**src/rtl/mult_bus_pkg.sv**
```systemverilog
// Shared definitions for the multiplier bus initiator.
// Latency: n/a (types and constants only).
// Backpressure: n/a.
//
// Holds the sequencer state encoding, the peripheral register map
// defaults and the values written to the init control register.
package mult_bus_pkg;

    localparam int ADDR_W  = 5;
    localparam int WDATA_W = 16;
    localparam int RDATA_W = 32;

    // Default register offsets inside the multiplier peripheral slot.
    localparam logic [ADDR_W-1:0] DEF_ADDR_A    = 5'h04;
    localparam logic [ADDR_W-1:0] DEF_ADDR_B    = 5'h08;
    localparam logic [ADDR_W-1:0] DEF_ADDR_INIT = 5'h0C;
    localparam logic [ADDR_W-1:0] DEF_ADDR_RES  = 5'h10;
    localparam logic [ADDR_W-1:0] DEF_ADDR_DONE = 5'h14;

    // Init is a level in the peripheral: raise then lower to start one run.
    localparam logic [WDATA_W-1:0] INIT_ON  = 16'h0001;
    localparam logic [WDATA_W-1:0] INIT_OFF = 16'h0000;

    typedef enum logic [3:0] {
        IDLE,
        WR_A,
        WR_B,
        INIT1,
        INIT0,
        POLL,
        POLL_CHK,
        RES_RD,
        RES_CHK,
        RESP
    } state_t;

endpackage

```
**src/rtl/bus_access_seq.sv**
```systemverilog
// Single peripheral bus access: one rd/wr strobe followed by GAP idle cycles.
// Latency: strobe in the cycle acc_start is seen while idle; acc_done in the last idle cycle (or the strobe cycle for GAP=0 writes).
// Backpressure: acc_start is ignored while an access is still counting down; the caller holds it until acc_done.
//
// Ports: clk, rst (async, active high); acc_start/acc_is_rd/acc_addr/acc_wdata
// describe the access; acc_done/acc_rdata report completion and read data;
// cs/rd/wr/addr/bus_wdata/bus_rdata are the peripheral bus.
module bus_access_seq
    import mult_bus_pkg::*;
#(
    parameter int GAP = 1
) (
    input  logic                clk,
    input  logic                rst,
    input  logic                acc_start,
    input  logic                acc_is_rd,
    input  logic [ADDR_W-1:0]   acc_addr,
    input  logic [WDATA_W-1:0]  acc_wdata,
    output logic                acc_done,
    output logic [RDATA_W-1:0]  acc_rdata,
    output logic                cs,
    output logic                rd,
    output logic                wr,
    output logic [ADDR_W-1:0]   addr,
    output logic [WDATA_W-1:0]  bus_wdata,
    input  logic [RDATA_W-1:0]  bus_rdata
);

    // Reads always need one cycle after the strobe to sample the peripheral,
    // so a zero gap still costs one cycle for a read.
    localparam logic [3:0] WR_POST = 4'(GAP);
    localparam logic [3:0] RD_POST = (GAP == 0) ? 4'd1 : 4'(GAP);

    logic [3:0]         left_cnt;   // post-strobe cycles still to run; 0 = idle
    logic               sample_q;   // current cycle is the read sample cycle
    logic [RDATA_W-1:0] rdata_q;
    logic               strobe;
    logic [3:0]         post;

    assign strobe = acc_start && (left_cnt == 4'd0);
    assign post   = acc_is_rd ? RD_POST : WR_POST;

    assign acc_done = (strobe && (post == 4'd0)) || (left_cnt == 4'd1);

    // During the sample cycle the caller may finish on the same edge that
    // captures the data, so pass the live bus value through.
    assign acc_rdata = sample_q ? bus_rdata : rdata_q;

    assign cs        = strobe;
    assign rd        = strobe && acc_is_rd;
    assign wr        = strobe && !acc_is_rd;
    assign addr      = strobe ? acc_addr : '0;
    assign bus_wdata = (strobe && !acc_is_rd) ? acc_wdata : '0;

    always_ff @(posedge clk or posedge rst) begin
        if (rst) begin
            left_cnt <= 4'd0;
            sample_q <= 1'b0;
            rdata_q  <= '0;
        end else begin
            if (strobe && (post != 4'd0)) begin
                left_cnt <= post;
                sample_q <= acc_is_rd;
            end else if (left_cnt != 4'd0) begin
                left_cnt <= left_cnt - 4'd1;
                sample_q <= 1'b0;
            end
            if (sample_q) begin
                rdata_q <= bus_rdata;
            end
        end
    end

endmodule

```
**src/rtl/mult_bus_master.sv**
```systemverilog
// Bus initiator for the multiplier peripheral: write A, write B, pulse init, poll done, read product.
// Latency: with GAP=1 and done on first poll, WR_A strobe 1 cycle after accept, result strobe 10 later, res_valid 2 after that.
// Backpressure: req_ready only in IDLE; RESP holds res_valid/res_data/res_err until res_ready.
//
// Ports: clk, rst (async, active high); op_a/op_b/req_valid/req_ready request
// side; res_data/res_err/res_valid/res_ready response side (res_err flags a
// done-poll timeout); cs/addr/rd/wr/bus_wdata/bus_rdata peripheral bus.
module mult_bus_master
    import mult_bus_pkg::*;
#(
    parameter logic [4:0] ADDR_A    = DEF_ADDR_A,
    parameter logic [4:0] ADDR_B    = DEF_ADDR_B,
    parameter logic [4:0] ADDR_INIT = DEF_ADDR_INIT,
    parameter logic [4:0] ADDR_RES  = DEF_ADDR_RES,
    parameter logic [4:0] ADDR_DONE = DEF_ADDR_DONE,
    parameter int         GAP       = 1,
    parameter int         POLL_MAX  = 64
) (
    input  logic        clk,
    input  logic        rst,
    input  logic [15:0] op_a,
    input  logic [15:0] op_b,
    input  logic        req_valid,
    output logic        req_ready,
    output logic [31:0] res_data,
    output logic        res_err,
    output logic        res_valid,
    input  logic        res_ready,
    output logic        cs,
    output logic [4:0]  addr,
    output logic        rd,
    output logic        wr,
    output logic [15:0] bus_wdata,
    input  logic [31:0] bus_rdata
);

    localparam logic [16:0] POLL_LIM = 17'(POLL_MAX);

    state_t        state, state_nxt;
    logic [15:0]   op_a_q, op_b_q;
    logic [15:0]   poll_cnt, poll_inc;
    logic          poll_timeout;

    logic          acc_start, acc_is_rd, acc_done;
    logic [4:0]    acc_addr;
    logic [15:0]   acc_wdata;
    logic [31:0]   acc_rdata;

    bus_access_seq #(.GAP(GAP)) u_seq (
        .clk       (clk),
        .rst       (rst),
        .acc_start (acc_start),
        .acc_is_rd (acc_is_rd),
        .acc_addr  (acc_addr),
        .acc_wdata (acc_wdata),
        .acc_done  (acc_done),
        .acc_rdata (acc_rdata),
        .cs        (cs),
        .rd        (rd),
        .wr        (wr),
        .addr      (addr),
        .bus_wdata (bus_wdata),
        .bus_rdata (bus_rdata)
    );

    // Saturating poll count; the timeout compares the count this poll would reach.
    assign poll_inc     = (poll_cnt == 16'hFFFF) ? poll_cnt : poll_cnt + 16'd1;
    assign poll_timeout = ({1'b0, poll_inc} >= POLL_LIM);

    assign req_ready = (state == IDLE);
    assign res_valid = (state == RESP);

    always_ff @(posedge clk or posedge rst) begin
        if (rst) begin
            state <= IDLE;
        end else begin
            state <= state_nxt;
        end
    end

    // Write states keep acc_start high for the whole access; the sequencer
    // ignores it until the gap has run out. Reads split into a strobe state
    // and a check state that waits for the sampled word.
    always_comb begin
        state_nxt = state;
        acc_start = 1'b0;
        acc_is_rd = 1'b0;
        acc_addr  = 5'd0;
        acc_wdata = 16'd0;
        case (state)
            IDLE: begin
                if (req_valid) state_nxt = WR_A;
            end
            WR_A: begin
                acc_start = 1'b1;
                acc_addr  = ADDR_A;
                acc_wdata = op_a_q;
                if (acc_done) state_nxt = WR_B;
            end
            WR_B: begin
                acc_start = 1'b1;
                acc_addr  = ADDR_B;
                acc_wdata = op_b_q;
                if (acc_done) state_nxt = INIT1;
            end
            INIT1: begin
                acc_start = 1'b1;
                acc_addr  = ADDR_INIT;
                acc_wdata = INIT_ON;
                if (acc_done) state_nxt = INIT0;
            end
            INIT0: begin
                acc_start = 1'b1;
                acc_addr  = ADDR_INIT;
                acc_wdata = INIT_OFF;
                if (acc_done) state_nxt = POLL;
            end
            POLL: begin
                acc_start = 1'b1;
                acc_is_rd = 1'b1;
                acc_addr  = ADDR_DONE;
                state_nxt = POLL_CHK;
            end
            POLL_CHK: begin
                if (acc_done) begin
                    if (acc_rdata[0])      state_nxt = RES_RD;
                    else if (poll_timeout) state_nxt = RESP;
                    else                   state_nxt = POLL;
                end
            end
            RES_RD: begin
                acc_start = 1'b1;
                acc_is_rd = 1'b1;
                acc_addr  = ADDR_RES;
                state_nxt = RES_CHK;
            end
            RES_CHK: begin
                if (acc_done) state_nxt = RESP;
            end
            RESP: begin
                if (res_ready) state_nxt = IDLE;
            end
            default: state_nxt = IDLE;
        endcase
    end

    always_ff @(posedge clk or posedge rst) begin
        if (rst) begin
            op_a_q   <= 16'd0;
            op_b_q   <= 16'd0;
            poll_cnt <= 16'd0;
            res_data <= 32'd0;
            res_err  <= 1'b0;
        end else begin
            if (state == IDLE && req_valid) begin
                op_a_q   <= op_a;
                op_b_q   <= op_b;
                poll_cnt <= 16'd0;
            end
            if (state == POLL_CHK && acc_done && !acc_rdata[0]) begin
                poll_cnt <= poll_inc;
                if (poll_timeout) begin
                    res_data <= 32'd0;
                    res_err  <= 1'b1;
                end
            end
            if (state == RES_CHK && acc_done) begin
                res_data <= acc_rdata;
                res_err  <= 1'b0;
            end
        end
    end

endmodule

```
**config.mk**
```make
export PLATFORM = sky130hd
export DESIGN_NAME = mult_bus_master
export DESIGN_NICKNAME = d
export VERILOG_FILES = /design/src/rtl/mult_bus_pkg.sv /design/src/rtl/bus_access_seq.sv /design/src/rtl/mult_bus_master.sv
export SDC_FILE = /design/constraint.sdc
export NUM_CORES = 1
export LEC_CHECK = 0
export CORE_ASPECT_RATIO = 1.25
export CORE_UTILIZATION = 25
export CTS_BUF_LIST = sky130_fd_sc_hd__clkbuf_16
export DETAILED_ROUTE_END_ITERATION = 10
export GPL_ROUTABILITY_DRIVEN = 0
export PLACE_DENSITY = 0.55
export SYNTH_ARGS = -nofsm -noshare
export SYNTH_HDL_FRONTEND = slang
export SYNTH_SLANG_ARGS = --single-unit
```
**constraint.sdc**
```tcl
create_clock -name clk -period 5.1 [get_ports clk]
set_clock_uncertainty 0.15 [all_clocks]
set_input_delay 0.765 -clock clk [delete_from_list [all_inputs] [get_ports clk]]
set_output_delay 0.765 -clock clk [all_outputs]
set_load 0.05 [all_outputs]
```
==> flow_metrics.py, run 1 <==
metrics = {
    "run_status": {
        "status": "completed",
    },
    "place": {
        "placed_cells": 938,
        "hpwlAfterDp_mm": 8.93,
        "io_buffer_count": 124,
    },
    "final_layout": {
        "ff_latch_area_um2": 3050,
        "stdcell_count": 970,
        "antennaDiodeCount": 0,
        "area_delta_synth_final_pct": 36.2,
        "nFillCells": 2278,
        "final_nets": 745,
        "drive_gt1_share_pct": 14.4,
        "mostFrequentLayoutCell": "nand2_1",
        "multi_input_area_um2": 2400,
        "most-common-layout-cells": "127 x nand2_1, 124 x clkdlybuf4s50_1, 122 x dfrtp_1, 33 x nor2_1, 33 x nor2b_1",
    },
    "setup_path": {
        "crit_arrival_ns": 3.56,
        "reg2regPathDepth": 8,
        "worst-path-max-fanout": 16,
        "critPathKind": "reg2out",
        "cp.required_ns": 4.18,
        "path_cells": "inv_1 > ha_1 > nand3b_1 > or3_1 > or3_1 > a21oi_1 > clkdlybuf4s50_1",
        "slowest_stage": "clkdlybuf4s50_1",
        "critPathLaunchType": "flip-flop",
        "slowest_delay_ns": 0.83,
        "worstSetupPathDepth": 7,
        "cp_top_family": "simple AND/OR/NAND/NOR gates",
        "cpMostUsedCell": "or3_1",
        "endpoint_kind": "primary output",
        "crit_buf_inv": 2,
    },
    "cts": {
        "cts_tree": "yes",
        "cts.hold.buffers_added": 0,
        "clockBufferDepth": 2,
        "clk_latency_ns": 0.41,
        "cts_resized": 0,
        "cts_buffers": 17,
        "clk_pin_slew_ns": 0.06,
        "clock-root-buffer": "clkbuf_16",
        "cts_setup_buffers": 0,
        "cts.sinks": 122,
        "h-tree-depth": 4,
    },
    "sta": {
        "report.final.slew_viol_count": 0,
        "finalSetupViolCount": 0,
        "fmax_ghz": 0.224,
        "tightest_slew_ns": 0.792,
        "finalCritPeriodShare_pct": 87.7,
        "relSlewSlack_pct": 47.2,
        "tns_ns": 0,
        "finalHoldViolations": 0,
        "fin_crit_ns": 4.47,
        "rsz0062_at_grt": "false",
    },
    "floorplan": {
        "rows": 61,
        "dieArea_um2": 23300,
        "die_w_um": 137,
        "io_pins": 127,
        "design.core.area_um2": 22300,
        "die_height_um": 170,
        "initial_utilization_pct": 25.5,
    },
    "route": {
        "vias": 4403,
        "vias_per_cell": 4.54,
        "ant_nets": 0,
        "first_pass_iters": 4,
        "wl_per_cell_um": 14.3,
        "drtIter0Drc": 215,
        "drc": 0,
        "drt_wl_total_mm": 13.8,
    },
    "job": {
        "cap_violations": 0,
    },
    "synthesis": {
        "syn_avg_cell_area_um2": 10.0,
        "yosys_register_bits": 122,
        "yosysSeqAreaShare_pct": 53.8,
        "yosysWarnings": 0,
        "yosys_most_used_dff": "dfrtp_1",
        "synth_area_um2": 5680,
        "synth-async-reset-ratio_pct": 100,
        "synth_edf_count": 0,
        "synth.distinct_cells": 53,
        "synthCells": 566,
    },
    "global_route": {
        "grt_max_degree": 66,
        "grt_pass1_vias": 4394,
        "grt-ovfl-total": 0,
        "antenna_found_initial": 0,
        "grt_pass1_wl_mm": 22.8,
        "grt_use_total_pct": 12.6,
    },
    "pwr": {
        "ir_drop_mv": 0.235,
        "leakagePower_nw": 3.41,
        "power_density_nw_per_um2": 468,
    },
    "min_path": {
        "holdPathStages": 2,
        "holdCritPathClass": "reg2reg",
    },
}
==> logic make-up after synthesis <==
logic type | after synthesis | share of synthesized area [%]
simple gates | 249 | 20.7
flops | 122 | 53.8
buf+inv | 52 | 4.12
fa+ha+maj | 3 | 0.661
compound gates | 98 | 12.8
xor+xnor | 3 | 0.463
other cells | 1 | 0.0660
mux | 38 | 7.40
==> power by group <==
part | switching (mW) | internal [mW]
logic | 0.536 | 0.433
registers | 0.169 | 1.27
clock network | 0.488 | 0.730
==> state kept, by name (all words and copies together) (netlist names) <==
register,cells
res_data,32
u_seq.rdata_q,32
op_a_q,16
op_b_q,16
poll_cnt,16
state,4
u_seq.left_cnt,4
res_err,1
u_seq.sample_q,1
==> Yosys cell counts (7+ instances only) <==
library cell  instances  share of area (%)
a22oi_1              15                2.0
nor3_1               10               0.88
a21oi_1              17                1.5
nand4_1               7               0.77
mux2_2               32                6.3
a31o_2               20                3.1
nor2_1               33                2.2
nor2b_1              33                3.6
clkbuf_1             32                2.1
dfrtp_1             122                 54
inv_1                 9               0.59
a31o_1               12                1.9
o21ai_0              13                1.1
nand3_1               8               0.71
nand2_1             127                8.4
==> through the flow <==
| stage | instance area (um2) | hold WS (ns) | power, mW | util (%) | setup WS [ns] |
|---|---|---|---|---|---|
| CTS | 7740 | 0.329 | 3.68 | 34.7 | 0.580 |
| global placement | 7150 | 0.309 | 2.42 | 32.1 | 1.14 |
| finish | 7740 | 0.325 | 3.62 | 34.7 | 0.626 |
| detailed placement | 7150 | 0.313 | 2.43 | 32.1 | 1.04 |
| global route | 7740 | 0.353 | 3.85 | 34.7 | 0.405 |
| floorplan | 5680 | 0.290 | 2.14 | - | 0.942 |
==> final timing paths <==
check	from	endpoint	slack (ns)
max	u_seq.left_cnt[0]$_DFFE_PP0P_	bus_wdata[0]	0.63
min	op_b_q[10]$_DFFE_PP0P_	op_b_q[10]$_DFFE_PP0P_	0.32
max reg2reg	u_seq.left_cnt[1]$_DFFE_PP0P_	poll_cnt[5]$_DFFE_PP0P_	1.97
min reg2reg	op_b_q[10]$_DFFE_PP0P_	op_b_q[10]$_DFFE_PP0P_	0.32
max in group asynchronous	rst	res_data[29]$_DFFE_PP0P_	3.28
min in group asynchronous	rst	u_seq.rdata_q[15]$_DFF_PP0_	0.70
==> metal layers <==
layer  track usage [%]  part of all wire [%]  routed length (um)
met5                 0                     0                   0
met4              3.73                   1.1                 153
met3              3.50                   5.1                 706
met2              21.1                    49                6790
met1              15.7                    45                6190
==> worst reg2reg max path: stages (launching register included) <==
cell     delay [ns]
dfrtp_1        0.38
inv_1          0.10
ha_1           0.15
or3b_2         0.55
nor2_1         0.33
nand2_1        0.32
nor2_1         0.68
nand4_1        0.20
mux2i_1        0.15
==> final cells by class <==
type	instances	area share, %
inverters	9	0.469
clock inverters	15	2.12
flip-flops and latches	122	39.5
multi-input cells	393	31.0
well taps	283	4.58
clock buffers	17	5.50
repair buffers	131	16.9
Power figures use the tool's default switching activity.
==> run 2, diff against run 1 <==
--- a/config.mk
+++ b/config.mk
@@ -5,12 +5,14 @@
 export SDC_FILE = /design/constraint.sdc
 export NUM_CORES = 1
 export LEC_CHECK = 0
+export CAP_MARGIN = 20
 export CORE_ASPECT_RATIO = 1.25
 export CORE_UTILIZATION = 25
 export CTS_BUF_LIST = sky130_fd_sc_hd__clkbuf_16
 export DETAILED_ROUTE_END_ITERATION = 10
 export GPL_ROUTABILITY_DRIVEN = 0
-export PLACE_DENSITY = 0.55
+export HOLD_SLACK_MARGIN = 0.06
+export PLACE_DENSITY = 0.54
 export SYNTH_ARGS = -nofsm -noshare
 export SYNTH_HDL_FRONTEND = slang
 export SYNTH_SLANG_ARGS = --single-unit
==> run 2 against run 1 <==
  * Critical path depth unchanged
  * Worst hold slack worse by 0.0019 ns
  * Register-to-register slack gained 0.05 ns
  * Critical endpoint unchanged
  * Worst setup slack worse by 0.014 ns
  * Fmax decreased by 0.32%
  * Highest routed layer unchanged
  * Global-route usage up 0.15 points
  * Count of clock-buffer cells in the layout stayed put
  * Flip-flop and latch count did not move
  * Utilization is 0.12 points lower
==> flow_metrics.py, run 2 (synthesis results as in run 1) <==
metrics = {
    "sta": {
        "tightest_slew_ns": 0.734,
        "finalCritPeriodShare_pct": 88.0,
        "finalSetupViolCount": 0,
        "fmax_ghz": 0.223,
        "tns_ns": 0,
        "rsz0062_at_grt": "false",
        "report.final.slew_viol_count": 0,
        "finalHoldViolations": 0,
        "relSlewSlack_pct": 50.9,
        "fin_crit_ns": 4.49,
    },
    "final_layout": {
        "fin_area_um2": 7710,
        "area_delta_synth_final_pct": 35.8,
        "final_nets": 745,
        "drive_gt1_share_pct": 14.6,
        "nFillCells": 2289,
        "antennaDiodeCount": 0,
        "most-common-layout-cells": "127 x nand2_1, 124 x clkdlybuf4s50_1, 122 x dfrtp_1, 33 x nor2_1, 33 x nor2b_1",
        "top_regs": "res_data (32), u_seq.rdata_q (32)",
        "post-route-util_pct": 34.6,
        "mostFrequentLayoutCell": "nand2_1",
    },
    "setup_path": {
        "critPathKind": "reg2out",
        "critPathLaunchType": "flip-flop",
        "critPathLaunch": "u_seq.left_cnt[0]$_DFFE_PP0P_",
        "worst-path-max-fanout": 16,
        "crit_arrival_ns": 3.57,
        "r2r_end": "poll_cnt[5]$_DFFE_PP0P_",
        "worstReg2RegStart": "u_seq.left_cnt[1]$_DFFE_PP0P_",
        "endpoint_kind": "primary output",
        "cp.required_ns": 4.18,
        "r2r_setup_slack_ns": 2.02,
        "reg2regPathDepth": 8,
    },
    "place": {
        "io_buffer_count": 124,
        "dpl_cell_area_um2": 7150,
        "hpwlAfterDp_mm": 9.05,
    },
    "route": {
        "first_pass_iters": 4,
        "wl_per_cell_um": 14.6,
        "vias": 4449,
        "drtIter0Drc": 226,
        "drt_wl_total_mm": 14.2,
        "drc": 0,
        "vias_per_cell": 4.59,
        "ant_nets": 0,
    },
    "pwr": {
        "power_mw": 3.57,
        "ir_drop_mv": 0.229,
        "power_frac_clock_pct": 32.6,
        "p_sw_mw": 1.19,
        "leakagePower_nw": 3.40,
        "p_sw_share_pct": 33.4,
        "power_density_nw_per_um2": 463,
        "p_int_mw": 2.38,
        "p_comb_share_pct": 27.2,
        "p_seq_share_pct": 40.2,
    },
    "floorplan": {
        "die_height_um": 170,
        "dieArea_um2": 23300,
        "io_pins": 127,
        "initial_utilization_pct": 25.5,
        "design.core.area_um2": 22300,
        "rows": 61,
        "die_w_um": 137,
    },
    "cts": {
        "cts_resized": 0,
        "cts.hold.buffers_added": 0,
        "clock-root-buffer": "clkbuf_16",
        "clk_pin_slew_ns": 0.06,
        "cts_setup_buffers": 0,
        "clk_latency_ns": 0.42,
        "cts_tree": "yes",
        "clockBufferDepth": 2,
        "cts.sinks": 122,
        "cts_buffers": 17,
        "h-tree-depth": 4,
    },
    "global_route": {
        "grt_pass1_wl_mm": 22.9,
        "antenna_found_initial": 0,
        "grt_max_degree": 68,
        "grt_pass1_vias": 4439,
        "grt-ovfl-total": 0,
        "grt_use_total_pct": 12.7,
    },
    "min_path": {
        "whs_endpoint": "op_b_q[0]$_DFFE_PP0P_",
        "holdPathStages": 2,
        "holdCritPathClass": "reg2reg",
        "worstHoldStart": "op_b_q[0]$_DFFE_PP0P_",
    },
    "job": {
        "cap_violations": 0,
    },
    "run_status": {
        "status": "completed",
    },
}
## run 2: cell types whose count changed in the layout (fill, tap and decap cells not counted), sizes merged
cell / change
clkinvlp: -1
bufinv: -1
clkinv: +4
inv: -2
## run 2: worst max-delay path by stage
| stage | to | slack, ns | depth (start not counted) |
|---|---|---|---|
| CTS | bus_wdata[0] | 0.57 | 7 |
| floorplan | op_a_q[0]$_DFFE_PP0P_ | 0.94 | 1 |
| global placement | bus_wdata[0] | 1.14 | 7 |
| finish | bus_wdata[0] | 0.61 | 7 |
| detailed placement | bus_wdata[0] | 1.05 | 7 |
| global route | bus_wdata[0] | 0.39 | 7 |
## run 2: cell type report
cell class	instances	area, um2	area share (%)
flip-flops and latches	122	3050	39.6
multi-input cells	393	2400	31.1
repair buffers	131	1310	16.9
clock buffers	17	425	5.52
well taps	283	354	4.59
clock inverters	15	138	1.79
inverters	9	36.3	0.471
## run 2: layer usage
| layer | part of all wire, % | vias up | routed length (um) | GRT usage, % |
|---|---|---|---|---|
| met5 | 0 | - | 0 | 0 |
| met4 | 1.7 | 0 | 242 | 5.92 |
| met3 | 4.6 | 18 | 648 | 3.41 |
| met2 | 48 | 109 | 6870 | 20.6 |
| met1 | 45 | 2149 | 6420 | 15.7 |
| li1 | - | 2173 | - | - |
## run 2: worst max-delay path, stage by stage (launching register included)
cell and delay, ns:
dfrtp_1 0.41, inv_1 0.08, ha_1 0.20, nand3b_1 0.30, or3_1 0.48, or3_1 0.60
a21oi_1 0.25, clkdlybuf4s50_1 0.83
## run 2: power groups by stage
stage / Clock [mW] / Sequential [mW] / Combinational [mW]
3_5_place_dp: 0 / 1.45 / 0.982
2_1_floorplan: 0 / 1.47 / 0.663
3_3_place_gp: 0 / 1.44 / 0.975
5_1_grt: 1.25 / 1.48 / 1.09
6_report: 1.16 / 1.44 / 0.972
4_1_cts: 1.20 / 1.44 / 0.986
## run 2: per-stage QoR
step / hold WS [ns] / std cells / setup slack (ns)
finish: 0.323 / 970 / 0.612
global route: 0.336 / 970 / 0.390
CTS: 0.328 / 970 / 0.571
detailed placement: 0.313 / 938 / 1.05
global placement: 0.308 / 938 / 1.14
floorplan: 0.290 / 567 / 0.942
